$ cat config.mk
export PLATFORM = sky130hd
export DESIGN_NAME = imm_extend_stage
export DESIGN_NICKNAME = d
export VERILOG_FILES = /design/src/rtl/imm_ext_pkg.sv /design/src/rtl/imm_ext_comb.sv /design/src/rtl/imm_extend_stage.sv
export SDC_FILE = /design/constraint.sdc
export NUM_CORES = 1
export LEC_CHECK = 0
export CAP_MARGIN = 15
export CORE_MARGIN = 10
export CORE_UTILIZATION = 35
export DETAILED_ROUTE_END_ITERATION = 8
export MAX_ROUTING_LAYER = met4
export PLACE_DENSITY = 0.65
export RECOVER_POWER = 25
export SETUP_SLACK_MARGIN = 0.3
export SLEW_MARGIN = 20
export SYNTH_ARGS = -nofsm -noshare
export SYNTH_HDL_FRONTEND = slang
export SYNTH_SLANG_ARGS = --single-unit
$ cat constraint.sdc
create_clock -name clk -period 5.6 [get_ports clk]
set_input_delay 0.56 -clock clk [delete_from_list [all_inputs] [get_ports clk]]
set_output_delay 0.56 -clock clk [all_outputs]
set_load 0.05 [all_outputs]
$ cat src/rtl/imm_ext_pkg.sv
// Shared definitions for the ID->EX immediate-extension stage: mode encoding
// and instruction bit-field positions.
package imm_ext_pkg;

  typedef enum logic [2:0] {
    IMM_ZE12 = 3'd0,
    IMM_SE9  = 3'd1,
    IMM_SE19 = 3'd2,
    IMM_SE26 = 3'd3,
    IMM_MOVZ = 3'd4,
    IMM_BR26 = 3'd5,
    IMM_CB19 = 3'd6,
    IMM_RSVD = 3'd7
  } imm_mode_t;

  localparam int ZE12_LSB    = 10;
  localparam int ZE12_MSB    = 21;
  localparam int SE9_LSB     = 12;
  localparam int SE9_MSB     = 20;
  localparam int SE19_LSB    = 5;
  localparam int SE19_MSB    = 23;
  localparam int SE26_LSB    = 0;
  localparam int SE26_MSB    = 25;
  localparam int MOVZ_IMM_LSB = 5;
  localparam int MOVZ_IMM_MSB = 20;
  localparam int MOVZ_HW_LSB  = 21;
  localparam int MOVZ_HW_MSB  = 22;

  // Highest instruction bit any format reads; bits above it are ignored.
  localparam int INSTR_USED_MSB = 25;

endpackage

$ cat src/rtl/imm_ext_comb.sv
// Combinational immediate extractor: instruction word + mode -> DATA_W-bit
// immediate and an error flag (reserved mode or MOVZ shift past DATA_W).
module imm_ext_comb
  import imm_ext_pkg::*;
#(
  parameter int DATA_W = 64
) (
  input  logic [31:0]       instr,
  input  logic [2:0]        mode,
  output logic [DATA_W-1:0] imm,
  output logic              err
);

  logic signed [DATA_W-1:0] se9;
  logic signed [DATA_W-1:0] se19;
  logic signed [DATA_W-1:0] se26;
  logic        [DATA_W-1:0] ze12;
  logic        [DATA_W-1:0] movz;
  logic        [1:0]        hw;
  logic        [7:0]        movz_top;
  logic                     movz_err;
  logic                     unused_hi;

  assign unused_hi = ^instr[31:INSTR_USED_MSB+1];

  assign ze12 = {{(DATA_W-12){1'b0}}, instr[ZE12_MSB:ZE12_LSB]};
  assign se9  = {{(DATA_W-9){instr[SE9_MSB]}}, instr[SE9_MSB:SE9_LSB]};
  assign se19 = {{(DATA_W-19){instr[SE19_MSB]}}, instr[SE19_MSB:SE19_LSB]};
  assign se26 = {{(DATA_W-26){instr[SE26_MSB]}}, instr[SE26_MSB:SE26_LSB]};

  // Shift amounts >= DATA_W fall off the top and leave zero, which is the
  // "keep the bits that fit" behaviour for an out-of-range halfword.
  assign hw       = instr[MOVZ_HW_MSB:MOVZ_HW_LSB];
  assign movz     = {{(DATA_W-16){1'b0}}, instr[MOVZ_IMM_MSB:MOVZ_IMM_LSB]} << {hw, 4'b0000};
  assign movz_top = {2'b00, hw, 4'b0000} + 8'd16;
  assign movz_err = (32'(movz_top) > DATA_W);

  always_comb begin
    imm = '0;
    err = 1'b0;
    case (imm_mode_t'(mode))
      IMM_ZE12: imm = ze12;
      IMM_SE9:  imm = se9;
      IMM_SE19: imm = se19;
      IMM_SE26: imm = se26;
      IMM_MOVZ: begin
        imm = movz;
        err = movz_err;
      end
      IMM_BR26: imm = se26 <<< 2;
      IMM_CB19: imm = se19 <<< 2;
      IMM_RSVD: begin
        imm = '0;
        err = 1'b1;
      end
      default: begin
        imm = '0;
        err = 1'b1;
      end
    endcase
  end

endmodule

$ cat src/rtl/imm_extend_stage.sv
// Registered immediate-extension stage at the ID->EX boundary: one valid/ready
// register with flush, plus a saturating count of accepted immediates.
module imm_extend_stage
  import imm_ext_pkg::*;
#(
  parameter int DATA_W = 64,
  parameter int CNT_W  = 16
) (
  input  logic              clk,
  input  logic              reset_n,
  input  logic              in_valid,
  output logic              in_ready,
  input  logic [31:0]       instr,
  input  logic [2:0]        mode,
  input  logic              flush,
  output logic              out_valid,
  input  logic              out_ready,
  output logic [DATA_W-1:0] imm_out,
  output logic              err_out,
  output logic [CNT_W-1:0]  acc_count
);

  function automatic logic [CNT_W-1:0] sat_inc(input logic [CNT_W-1:0] v);
    return (v == {CNT_W{1'b1}}) ? v : v + 1'b1;
  endfunction

  logic [DATA_W-1:0] imm_p0;
  logic              err_p0;
  logic [DATA_W-1:0] imm_p1;
  logic              err_p1;
  logic              vld_p1;
  logic [CNT_W-1:0]  cnt;
  logic              accept;

  imm_ext_comb #(.DATA_W(DATA_W)) u_comb (
    .instr (instr),
    .mode  (mode),
    .imm   (imm_p0),
    .err   (err_p0)
  );

  assign in_ready = !vld_p1 || out_ready;
  assign accept   = in_valid && in_ready && !flush;

  // p0 -> p1: capture on accept; flush wins over both accept and hold.
  always_ff @(posedge clk or negedge reset_n) begin
    if (!reset_n) begin
      vld_p1 <= 1'b0;
      imm_p1 <= '0;
      err_p1 <= 1'b0;
      cnt    <= '0;
    end else begin
      if (flush)          vld_p1 <= 1'b0;
      else if (accept)    vld_p1 <= 1'b1;
      else if (out_ready) vld_p1 <= 1'b0;

      if (accept) begin
        imm_p1 <= imm_p0;
        err_p1 <= err_p0;
        cnt    <= sat_inc(cnt);
      end
    end
  end

  assign out_valid = vld_p1;
  assign imm_out   = imm_p1;
  assign err_out   = err_p1;
  assign acc_count = cnt;

endmodule

# Word level (Yosys, flattened, before mapping)
# Cells that the tools add are included.
# Widths: inputs -> output; s select.
[totals]
register_bits = 82
inputBits = 40
out_inout_bits = 83
word_cells = 30
[classes]
addsub = 2
n_lt_le_gt_ge = 1
n_eq_ne = 8
shift = 1
n_mux = 5
bitwise = 1
reduce_logical = 8
[ops]
columns = ["op", "count"]
rows = [
  ["$pmux 64 s8", 1],
  ["$shl 16x6->64", 1],
  ["$add 16x1->16 const B", 1],
  ["$eq 16x16->1 const B", 1],
  ["$eq 3x3->1 const B", 4],
  ["$gt 8x7->1 const B", 1],
  ["$add 6x5->7 const B", 1],
  ["$eq 3x2->1 const B", 2],
  ["$eq 3x1->1 const B", 1],
  ["$logic_not 3->1", 1],
  ["$mux 1", 3],
  ["$reduce_bool 3->1", 1],
  ["$logic_and 1x1->1", 2],
  ["$logic_not 1->1", 2],
  ["$pmux 1 s2", 1],
  ["$reduce_and 2->1", 1],
  ["$logic_or 1x1->1", 1],
  ["$not 1->1", 1],
]

# Depth between registers and ports, before layout
[depth]
depth_word = 6
ltp_mapped = 8
mapped_depth_nobuf = 6

# Modules after synthesis
# Synthesis repeated with hierarchy kept, for this count alone.
[unflattened]
cells_unflattened = 605
hier_area_um2 = 4839.6
[modules_own_cells]
columns = ["module", "n_inst", "cells_per_inst", "area_per_inst_um2", "seq_area_each_um2"]
rows = [
  ["imm_extend_stage", 1, 358, 3288.2, 2052.0],
  ["imm_ext_comb", 1, 247, 1551.5, 0.0],
]

# Worst setup path before layout
# Ideal clock, no wire load.
[synth_path]
kind = "flip-flop to flip-flop"
start = "register vld_p1 (netlist: out_valid)"
end = "register imm_p1[10] (netlist: imm_out[10])"
setup_ns = 0.137
arrival_time_ns = 2.371
t_required_ns = 5.463
slack_ns = 3.092
path_stages_with_launch = 9
path_buffers = 2
period_less_slack_ns = 2.508
cell_sequence = "dfrtp_1 > nor2b_1 > inv_1 > nand3b_1 > or4_1 > buf_2 > buf_2 > o22ai_1 > a21oi_1"
[synth_between]
elab_chain_cells = 4
[synth_lines]
columns = ["item", "line", "rtl"]
rows = [
  ["from (decl)", "imm_extend_stage.sv:31", "logic vld_p1;"],
  ["from (signal assigned)", "imm_extend_stage.sv:48", "vld_p1 <= 1'b0;"],
  ["from (signal assigned)", "imm_extend_stage.sv:53", "if (flush) vld_p1 <= 1'b0;"],
  ["from (signal assigned)", "imm_extend_stage.sv:54", "else if (accept) vld_p1 <= 1'b1;"],
  ["$logic_not 1->1", "imm_extend_stage.sv:42", "assign in_ready = !vld_p1 || out_ready;"],
  ["$logic_or 1x1->1", "imm_extend_stage.sv:42", ""],
  ["via in_ready", "imm_extend_stage.sv:12", "output logic in_ready,"],
  ["$logic_and 1x1->1 (2 in series)", "imm_extend_stage.sv:43", "assign accept = in_valid && in_ready && !flush;"],
  ["to (signal assigned)", "imm_extend_stage.sv:58", "imm_p1 <= imm_p0;"],
  ["to (decl)", "imm_extend_stage.sv:29", "logic [DATA_W-1:0] imm_p1;"],
]
# The timed path passes the listed nets, and every way through them passes these cells.
# A chain may end at the register's enable or synchronous reset.

# Worst setup path after layout
[layout_path]
start = "input mode[2]"
end = "register imm_p1[29] (netlist: imm_out[29])"
[layout_between]
elab_chain_cells = 2
word_cells_on_any_way = 9
cone_classes = "7 x eq/ne; 1 x mux; 1 x reduce/logical"
[layout_lines]
columns = ["item", "line", "rtl"]
rows = [
  ["from (decl)", "imm_extend_stage.sv:14", "input logic [2:0] mode,"],
  ["$eq 3x3->1 (tied with other cells)", "imm_ext_comb.sv:41", "case (imm_mode_t'(mode))"],
  ["$pmux 64 s8 (*)", "imm_ext_comb.sv:41", ""],
]
# Every way passes the cells marked *; elsewhere a longest branch is shown, timed or not.

==> metrics.txt <==
unrepaired setup endpoints after global routing=false; Synth Register Bits=82; metal3 WL=1105 microns; Area Overhead vs Synth=33.75%; ys flop type=dfrtp_1; data required time of the critical path=5790 ps; Die X=134.4 microns; row count=41; post-synthesis net count=557; minimum clock period=3295 ps; Fillers=1,258; Placer Congestion=0.9073; RR Endpoint=acc_count[1]$_DFFE_PN0P_; Core Region=0.01272 sq mm; routed vias/inst=5.667; Post-CTS Setup Bufs=0; Layout Cells excl Fill=780; slew margin rel.=0.3712; Total Wirelength=15,670 microns; outcome=finished, final reports clean; antenna violations before repair=0; Final nets=644; drt initial violations=402; sequential area share after synthesis=0.4478; final antenna-violating net count=0; most frequent cells in the layout=clkdlybuf4s50_1, nand2_1, dfrtp_1; Worst setup SP type=primary input; synthesized area per cell=8.880 sq um; CP max FO=37; hold buffers post-CTS=0; GRT Util Overall=0.1782; cell accounting for the most synthesized area=dfrtp_1; static leakage=0.002335 uW; Met1 Wirelength=7256 microns; clk_lat worst skew=340 ps; grt total ovfl=0; largest net degree at the start of global routing=83; final count of pins violating max slew=0; Synth area leaders=dfrtp_1, o21ai_0, nand2_1; # setup viols final=0; setup TNS=0 ps; # DRC=0; crit path capture=imm_out[29]$_DFFE_PN0P_; slew at the pin with the worst max-slew slack=939.8 ps; Synth top area share=0.4478; IO Count=123; Initial Util=0.3601; CP endpoint kind=flip-flop; Mapped Cells=516; first-pass GRT wire length=25,200 microns; DR top layer=met4; slowest cell on the critical path=clkdlybuf4s50_1; RR Startpoint=acc_count[0]$_DFFE_PN0P_; Post-Syn Area=0.004582 sq mm; asr flop ratio synth=1.000; WL met2=7089 microns; CTS root buf=clkbuf_16; final hold violation count=0; Die ar.=0.01807 sq mm; Sink Count=82; Avg WL per Cell=20.09 microns; CTS Buffer Depth=2; Critical Path, Cell by Cell=clkdlybuf4s50_1 -> buf_4 -> nand2b_1 -> nor2_2 -> a311o_1 -> a211oi_4 -> buf_4 -> a21oi_1; R2R depth=5; CP max stage delay=840 ps; critical path type=in2reg; worst reg2reg setup slack=3420 ps; Peak VDD IR=0.1915 mV; # placed instances=764; Yosys warning count=0; vias in the first global route=4,397; CTS buffer count=9; Die Ht=134.4 microns; routed vias=4,420; most common cell after layout, fill and taps aside=clkdlybuf4s50_1; max_cap viols=0; first drt pass iteration count=6; Reg clk slew, reported paths=60 ps; HP Class=in2async; crit path DAT=3490 ps; Critical path origin=mode[2]; CTS resizes=0; crit-path most repeated cell=buf_4; period utilisation layout=0.5884; share of layout cells above drive strength 1=0.1135; DP HPWL=10,740 microns; antenna cells=0; PortBufs=116; pwr/cell area=378.9 mW/mm^2; Post-synth EDFFs=0; Final Skew=4.533 ps; CTS H-Tree Depth=3; CTS tree=yes; f_max=303.5 MHz; post-synth cell types=52
power breakdown:
part / internal, uW / switching [uW]
clock: 390 / 243
combinational: 295 / 608
sequential: 698 / 86.9
state kept, by name, summed over array words and instances, names as in the netlist:
register / flops
out_valid: 1
err_out: 1
acc_count: 16
imm_out: 64
through the flow:
stage	area (sq um)	power (uW)	setup slack, ps	hold WS, ps	util
after global routing	6128	2435	2172	325.5	0.4817
after CTS	6125	2343	2358	451.2	0.4814
after global placement	5807	1690	2036	467.8	0.4564
after floorplan	4582	1360	3092	264.4	-
after detailed placement	5807	1703	2005	473.0	0.4564
final	6128	2322	2305	267.1	0.4817
Yosys cell counts, drive strengths merged, types with 2 or more instances:
cell type and n:
nand2 84, dfrtp 82, a21oi 71, o21ai 67
clkbuf 37, nor2 17, a221oi 14, buf 14
o22ai 11, nand3 10, a22oi 9, xnor2 8
a211oi 7, inv 7, mux2i 6, nand4 6
and4 5, mux2 5, nor2b 5, nor4 5
a22o 4, nand3b 4, o31ai 4, a31oi 3
nand2b 3, nor3b 3, nor4b 3, xor2 3
a2111oi 2, a21o 2, and2 2, nor3 2
layout make-up:
| cell class | count | area (sq um) | area share |
|---|---|---|---|
| Tap cell | 172 | 215.2 | 0.03512 |
| Clock buffer | 9 | 225.2 | 0.03675 |
| Clock inverter | 7 | 92.59 | 0.01511 |
| Timing Repair Buffer | 127 | 1245 | 0.2031 |
| Sequential cell | 82 | 2052 | 0.3348 |
| Inverter | 7 | 26.28 | 0.004287 |
| Multi-Input combinational cell | 376 | 2272 | 0.3708 |
worst min path at each step:
stage | to | cells past startpoint
after detailed placement | imm_out[12]$_DFFE_PN0P_ | 2
after global placement | imm_out[1]$_DFFE_PN0P_ | 2
after floorplan | acc_count[0]$_DFFE_PN0P_ | 0
after CTS | imm_out[49]$_DFFE_PN0P_ | 1
after global routing | imm_out[55]$_DFFE_PN0P_ | 1
final | imm_out[55]$_DFFE_PN0P_ | 1
routing by layer:
| layer | GRT usage | vias to the layer above |
|---|---|---|
| met5 | - | - |
| met4 | 0.03930 | 0 |
| met3 | 0.04369 | 24 |
| met2 | 0.2671 | 206 |
| met1 | 0.2380 | 2144 |
| li1 | - | 2046 |
cell families (layout without fill, tap and decap cells):
logic type | count (synthesis) | count (layout) | synth area share
flops | 82 | 82 | 0.4478
mux | 11 | 11 | 0.02540
buf+inv | 58 | 150 | 0.05734
compound gates | 200 | 200 | 0.2832
simple gates | 153 | 153 | 0.1625
fa+ha+maj | 1 | 1 | 0.002730
xor+xnor | 11 | 11 | 0.02103
worst max-delay path: cells and delay by family:
| kind | cells | cell delay, ps |
|---|---|---|
| AOI/OAI and AO/OA | 3 | 790 |
| buffers and inverters | 3 | 1690 |
| and+or+nand+nor | 2 | 430 |
(Power assumes the default switching activity.)
